**config.mk**
```make
export PLATFORM = sky130hd
export DESIGN_NAME = result_accum_fifo
export DESIGN_NICKNAME = d
export VERILOG_FILES = /design/src/rtl/result_accum_fifo_pkg.sv /design/src/rtl/result_accum_fifo_sync_fifo.sv /design/src/rtl/result_accum_fifo.sv
export SDC_FILE = /design/constraint.sdc
export NUM_CORES = 1
export LEC_CHECK = 0
export CAP_MARGIN = 15
export CORE_UTILIZATION = 60
export CTS_CLUSTER_SIZE = 30
export DETAILED_ROUTE_END_ITERATION = 10
export PLACE_DENSITY = 0.82
export SLEW_MARGIN = 15
export SYNTH_ARGS = -nofsm -noshare
export SYNTH_HDL_FRONTEND = slang
export SYNTH_SLANG_ARGS = --single-unit
```
**constraint.sdc**
```tcl
create_clock -name clk -period 5.2 [get_ports clk]
set_input_delay 1.04 -clock clk [delete_from_list [all_inputs] [get_ports clk]]
set_output_delay 1.04 -clock clk [all_outputs]
set_load 0.03 [all_outputs]
```
**src/rtl/result_accum_fifo_pkg.sv**
```systemverilog
// Shared types and default sizing for the result accumulator and its output FIFO.
package result_accum_fifo_pkg;
  localparam int DEF_W     = 12;
  localparam int DEF_N     = 4;
  localparam int DEF_DEPTH = 4;
  localparam int DEF_SW    = DEF_W + $clog2(DEF_N);

  typedef enum logic {
    IDLE  = 1'b0,
    ACCUM = 1'b1
  } state_t;

  typedef struct packed {
    logic [DEF_SW-1:0]       sum;
    logic [$clog2(DEF_N):0]  cnt;
  } acc_word_t;
endpackage

```
**src/rtl/result_accum_fifo_sync_fifo.sv**
```systemverilog
// Single-clock FIFO with occupancy count; push while full is refused unless a pop frees a slot.
module sync_fifo #(
  parameter int WIDTH = 17,
  parameter int DEPTH = 4
) (
  input  logic                     clk,
  input  logic                     rst,
  input  logic                     push,
  input  logic [WIDTH-1:0]         din,
  input  logic                     pop,
  output logic [WIDTH-1:0]         dout,
  output logic                     full,
  output logic                     empty,
  output logic [$clog2(DEPTH):0]   level
);
  localparam int AW = $clog2(DEPTH);
  localparam int LW = AW + 1;
  localparam logic [LW-1:0] FULL_LVL = LW'(DEPTH);

  logic [WIDTH-1:0] mem [DEPTH];
  logic [AW-1:0]    wr_ptr;
  logic [AW-1:0]    rd_ptr;
  logic             pop_ok;
  logic             push_ok;

  assign full    = (level == FULL_LVL);
  assign empty   = (level == '0);
  assign pop_ok  = pop && !empty;
  assign push_ok = push && (!full || pop_ok);
  // Empty FIFO presents zero so the head reads clean right after reset.
  assign dout    = empty ? '0 : mem[rd_ptr];

  always_ff @(posedge clk) begin
    if (push_ok) mem[wr_ptr] <= din;
  end

  always_ff @(posedge clk) begin
    if (rst) begin
      wr_ptr <= '0;
      rd_ptr <= '0;
      level  <= '0;
    end else begin
      if (push_ok) wr_ptr <= wr_ptr + AW'(1);
      if (pop_ok)  rd_ptr <= rd_ptr + AW'(1);
      case ({push_ok, pop_ok})
        2'b10:   level <= level + LW'(1);
        2'b01:   level <= level - LW'(1);
        default: level <= level;
      endcase
    end
  end
endmodule

```
**src/rtl/result_accum_fifo.sv**
```systemverilog
// Folds groups of N samples (or a flushed partial group) into one word and queues it for the consumer.
//   state | meaning
//   IDLE  | no open group, acc=0, cnt=0
//   ACCUM | group open, 1 <= cnt <= N-1
module result_accum_fifo
  import result_accum_fifo_pkg::*;
#(
  parameter int W     = DEF_W,
  parameter int N     = DEF_N,
  parameter int DEPTH = DEF_DEPTH
) (
  input  logic                          clk,
  input  logic                          rst,
  input  logic                          in_valid,
  input  logic [W-1:0]                  in_data,
  input  logic                          flush,
  output logic                          out_valid,
  input  logic                          out_ready,
  output logic [W+$clog2(N)-1:0]        out_data,
  output logic [$clog2(N):0]            out_cnt,
  output logic [$clog2(DEPTH):0]        level,
  output logic                          overflow
);
  localparam int SW = W + $clog2(N);
  localparam int CW = $clog2(N) + 1;
  localparam logic [CW-1:0] N_CNT = CW'(N);

  typedef struct packed {
    logic [SW-1:0] sum;
    logic [CW-1:0] cnt;
  } word_t;

  state_t        state;
  logic [SW-1:0] acc;
  logic [CW-1:0] cnt;
  logic [SW-1:0] sum_next;
  logic [CW-1:0] cnt_next;
  logic          push_w;
  word_t         push_word;
  word_t         head;
  logic          fifo_full;
  logic          fifo_empty;

  always_comb begin
    sum_next  = acc + SW'(in_data);
    cnt_next  = cnt + CW'(1);
    push_w    = 1'b0;
    push_word = '0;
    if (in_valid) begin
      // A flush that arrives with the Nth sample still yields one full word.
      if (cnt_next == N_CNT || flush) begin
        push_w    = 1'b1;
        push_word = '{sum: sum_next, cnt: cnt_next};
      end
    end else if (flush && state == ACCUM) begin
      push_w    = 1'b1;
      push_word = '{sum: acc, cnt: cnt};
    end
  end

  always_ff @(posedge clk) begin
    if (rst) begin
      state    <= IDLE;
      acc      <= '0;
      cnt      <= '0;
      overflow <= 1'b0;
    end else begin
      if (push_w && fifo_full && !(out_valid && out_ready)) overflow <= 1'b1;
      if (push_w) begin
        state <= IDLE;
        acc   <= '0;
        cnt   <= '0;
      end else if (in_valid) begin
        state <= ACCUM;
        acc   <= sum_next;
        cnt   <= cnt_next;
      end
    end
  end

  sync_fifo #(
    .WIDTH (SW + CW),
    .DEPTH (DEPTH)
  ) u_fifo (
    .clk   (clk),
    .rst   (rst),
    .push  (push_w),
    .din   (push_word),
    .pop   (out_ready),
    .dout  (head),
    .full  (fifo_full),
    .empty (fifo_empty),
    .level (level)
  );

  assign out_valid = !fifo_empty;
  assign out_data  = head.sum;
  assign out_cnt   = head.cnt;
endmodule

```
==> flow_metrics.env <==
export IMPL_status="completed"
export IMPL_ant_nets=0
export IMPL_syn_avg_cell_area_sq_um=12.71
export IMPL_worstHoldEndpoint="overflow"
export IMPL_mostFrequentLayoutCells="edfxtp_1, clkdlybuf4s50_1, a21oi_1"
export IMPL_cpMaxStageDelayCell="dfxtp_1"
export IMPL_rows=31
export IMPL_insertion_delay_ns=0.36
export IMPL_worstSetupPathType="flop to output pin"
export IMPL_syn_to_final_growth_pct=13.88
export IMPL_critPathCaptureType="output pin"
export IMPL_drt_wl_total_um=8269
export IMPL_ctsLongestPathBuffers=2
export IMPL_die_w_um=89.10
export IMPL_diodes=0
export IMPL_fin_crit_ns=3.452
export IMPL_cp_num_buf_inv=1
export IMPL_p_leak_nw=1.776
export IMPL_grt_pass1_vias=2646
export IMPL_tns_ns=0
export IMPL_synth_seq_cells=96
export IMPL_dieArea_sq_mm=0.007939
export IMPL_setup_violations=0
export IMPL_yosysTopAreaCell="edfxtp_1"
export IMPL_synth_ff_type="edfxtp_1"
export IMPL_dp_hpwl_um=5692
export IMPL_stdcell_count=495
export IMPL_arrival_ns=2.41
export IMPL_tightest_slew_ns=0.8538
export IMPL_rsz0062_at_grt="no"
export IMPL_path_delay_family="flip-flops"
export IMPL_fillers=529
export IMPL_finalCritPeriodShare_pct=66.39
export IMPL_fin_ws_ns=1.748
export IMPL_pin_count=39
export IMPL_dieHeight_um=89.10
export IMPL_grt_pass1_wl_um=12990
export IMPL_drc=0
export IMPL_drt_iter0_markers=136
export IMPL_overflow=0
export IMPL_dr_pass1_iters=4
export IMPL_drv_slew=0
export IMPL_clock_sinks=96
export IMPL_routabilityCongestion=0.8066
export IMPL_clock_root_buffer="clkbuf_8"
export IMPL_fin_util_pct=71.09
export IMPL_synth_edff_count=68
export IMPL_core_area_sq_mm=0.007292
export IMPL_crit_path_max_fanout=17
export IMPL_cpPeakStageDelay_ns=0.86
export IMPL_rr_startpoint="acc[0]"
export IMPL_async_flop_share_pct=0
export IMPL_synth_nets=395
export IMPL_place_ws_ns=1.459
export IMPL_synth_top_area_share_pct=44.86
export IMPL_ys_seq_area_share_pct=57.17
export IMPL_cts_resized=0
export IMPL_min_from="overflow"
export IMPL_h_tree_depth=3
export IMPL_maxClockFrequency_ghz=0.2897
export IMPL_ir_drop_v=0.0001560
export IMPL_cts_hold_repair_buffers=0
export IMPL_synth_cell_type_count=52
export IMPL_vias_per_cell=5.796
export IMPL_routed_via_count=2869
export IMPL_synth_area_sq_mm=0.004552
export IMPL_reg2reg_slack_ns=2.64
export IMPL_drive_gt1_share_pct=13.64
export IMPL_grt_total_usage_pct=22.58
export IMPL_startpoint_type="flop"
export IMPL_min_path_type="flop to flop"
export IMPL_ys_top_cells_by_area="edfxtp_1, dfxtp_1, mux4_2, ha_1, a21oi_1"
export IMPL_wl_per_cell_um=16.71
export IMPL_slew_headroom_pct=43.08
export IMPL_syn_inst=358
export IMPL_worstPathCellList="mux4_2 -> and2_1 -> clkdlybuf4s50_1"
export IMPL_hold_depth=2
export IMPL_rr_endpoint="u_fifo.mem[1][15]"
export IMPL_grt_max_degree=28
export IMPL_r2r_cells=9
export IMPL_start_util_pct=62.42
export IMPL_clkTransAtPathRegs_ns=0.10
export IMPL_pwr_density_cell_mw_per_mm2=306.9
export IMPL_cp_required_ns=4.16
export IMPL_post_place_cells=479
export IMPL_post_cts_buffers=0
export IMPL_antenna_found_initial=0
export IMPL_hold_viol=0
export IMPL_fin_nets=428
export IMPL_drv_cap=0
export IMPL_skew_ns=0.01135
export IMPL_yosysWarnings=0
export IMPL_mostFrequentLayoutCell="edfxtp_1"
export IMPL_cts_buffers=9
export IMPL_cts_tree="done"
export IMPL_io_buffers=38
==> through the flow <==
| stage | power (mW) | hold slack, ns | area [sq um] |
|---|---|---|---|
| 4_1_cts | 1.597 | 0.4885 | 5184 |
| 3_3_place_gp | 1.145 | 0.4621 | 4996 |
| 6_report | 1.591 | 0.4835 | 5184 |
| 2_1_floorplan | 1.075 | 0.4488 | 4552 |
| 5_1_grt | 1.661 | 0.5152 | 5184 |
| 3_5_place_dp | 1.154 | 0.4727 | 4996 |
==> worst max-delay path by stage <==
stage / from / to / slack, ns / depth (start not counted)
6_report: flop / out_data[7] / 1.75 / 3
5_1_grt: flop / out_cnt[0] / 1.64 / 3
4_1_cts: flop / out_data[7] / 1.73 / 3
3_5_place_dp: in_data[0] / u_fifo.mem[1][15] / 1.46 / 10
3_3_place_gp: in_data[0] / u_fifo.mem[0][15] / 1.55 / 10
2_1_floorplan: in_data[0] / u_fifo.mem[0][15] / 2.14 / 9
==> power by group <==
part	switching [mW]	internal [mW]
Combinational	0.152	0.118
Clock	0.272	0.183
Sequential	0.0156	0.851
==> sequential cells by signal, summed over array words and instances, names as in the netlist, named ones only <==
signal,count
overflow,1
u_fifo.level,3
cnt,3
state,1
u_fifo.mem,68
acc,14
u_fifo.rd_ptr,2
u_fifo.wr_ptr,2
==> cell families after synthesis <==
logic type | share of synthesized area (%)
and+or+nand+nor | 11.71
xor gates and xnor gates | 3.051
buffers and inverters | 2.474
AOI/OAI and AO/OA | 11.13
adders and majority gates | 5.828
DFF | 57.17
muxes | 8.631
==> layer usage <==
| layer | vias up | global-route usage (%) | wire length [um] |
|---|---|---|---|
| li1 | 1405 | - | - |
| met1 | 1369 | 30.74 | 3653 |
| met2 | 91 | 36.29 | 4043 |
| met3 | 4 | 5.540 | 501 |
| met4 | 0 | 6.926 | 70 |
| met5 | - | 0 | 0 |
==> cell usage after synthesis (all sizes together) (3+ instances only) <==
cell type and n:
inv 7, o21ai 10, a21o 4, and2 24
xnor2 6, o21a 5, nor2 24, or2 7
buf 10, nand3 7, nand2b 3, a21oi 30
clkbuf 9, nand2 25, or3 4, mux4 17
ha 18, dfxtp 28, edfxtp 68, o22ai 14
xor2 9
==> layout make-up <==
class	instances	area, sq um	share of cell area, %
timing repair buffer	41	402.9	7.772
inverter	8	30.03	0.5793
multi-input combinational	235	1837	35.43
sequential	96	2603	50.21
clock buffer	9	123.9	2.390
clock inverter	7	63.81	1.231
tap	99	123.9	2.390
==> worst reg2reg max path, cell delays in order, from the launching register on <==
cell and delay (ns):
dfxtp_1 0.33, ha_1 0.20, fa_1 0.40, a21o_1 0.22, a221oi_2 0.44, o211ai_2 0.12, a31oi_2 0.23, xnor2_1 0.14
nand3_1 0.08, o21ai_0 0.18
Power figures use the tool's default switching activity.
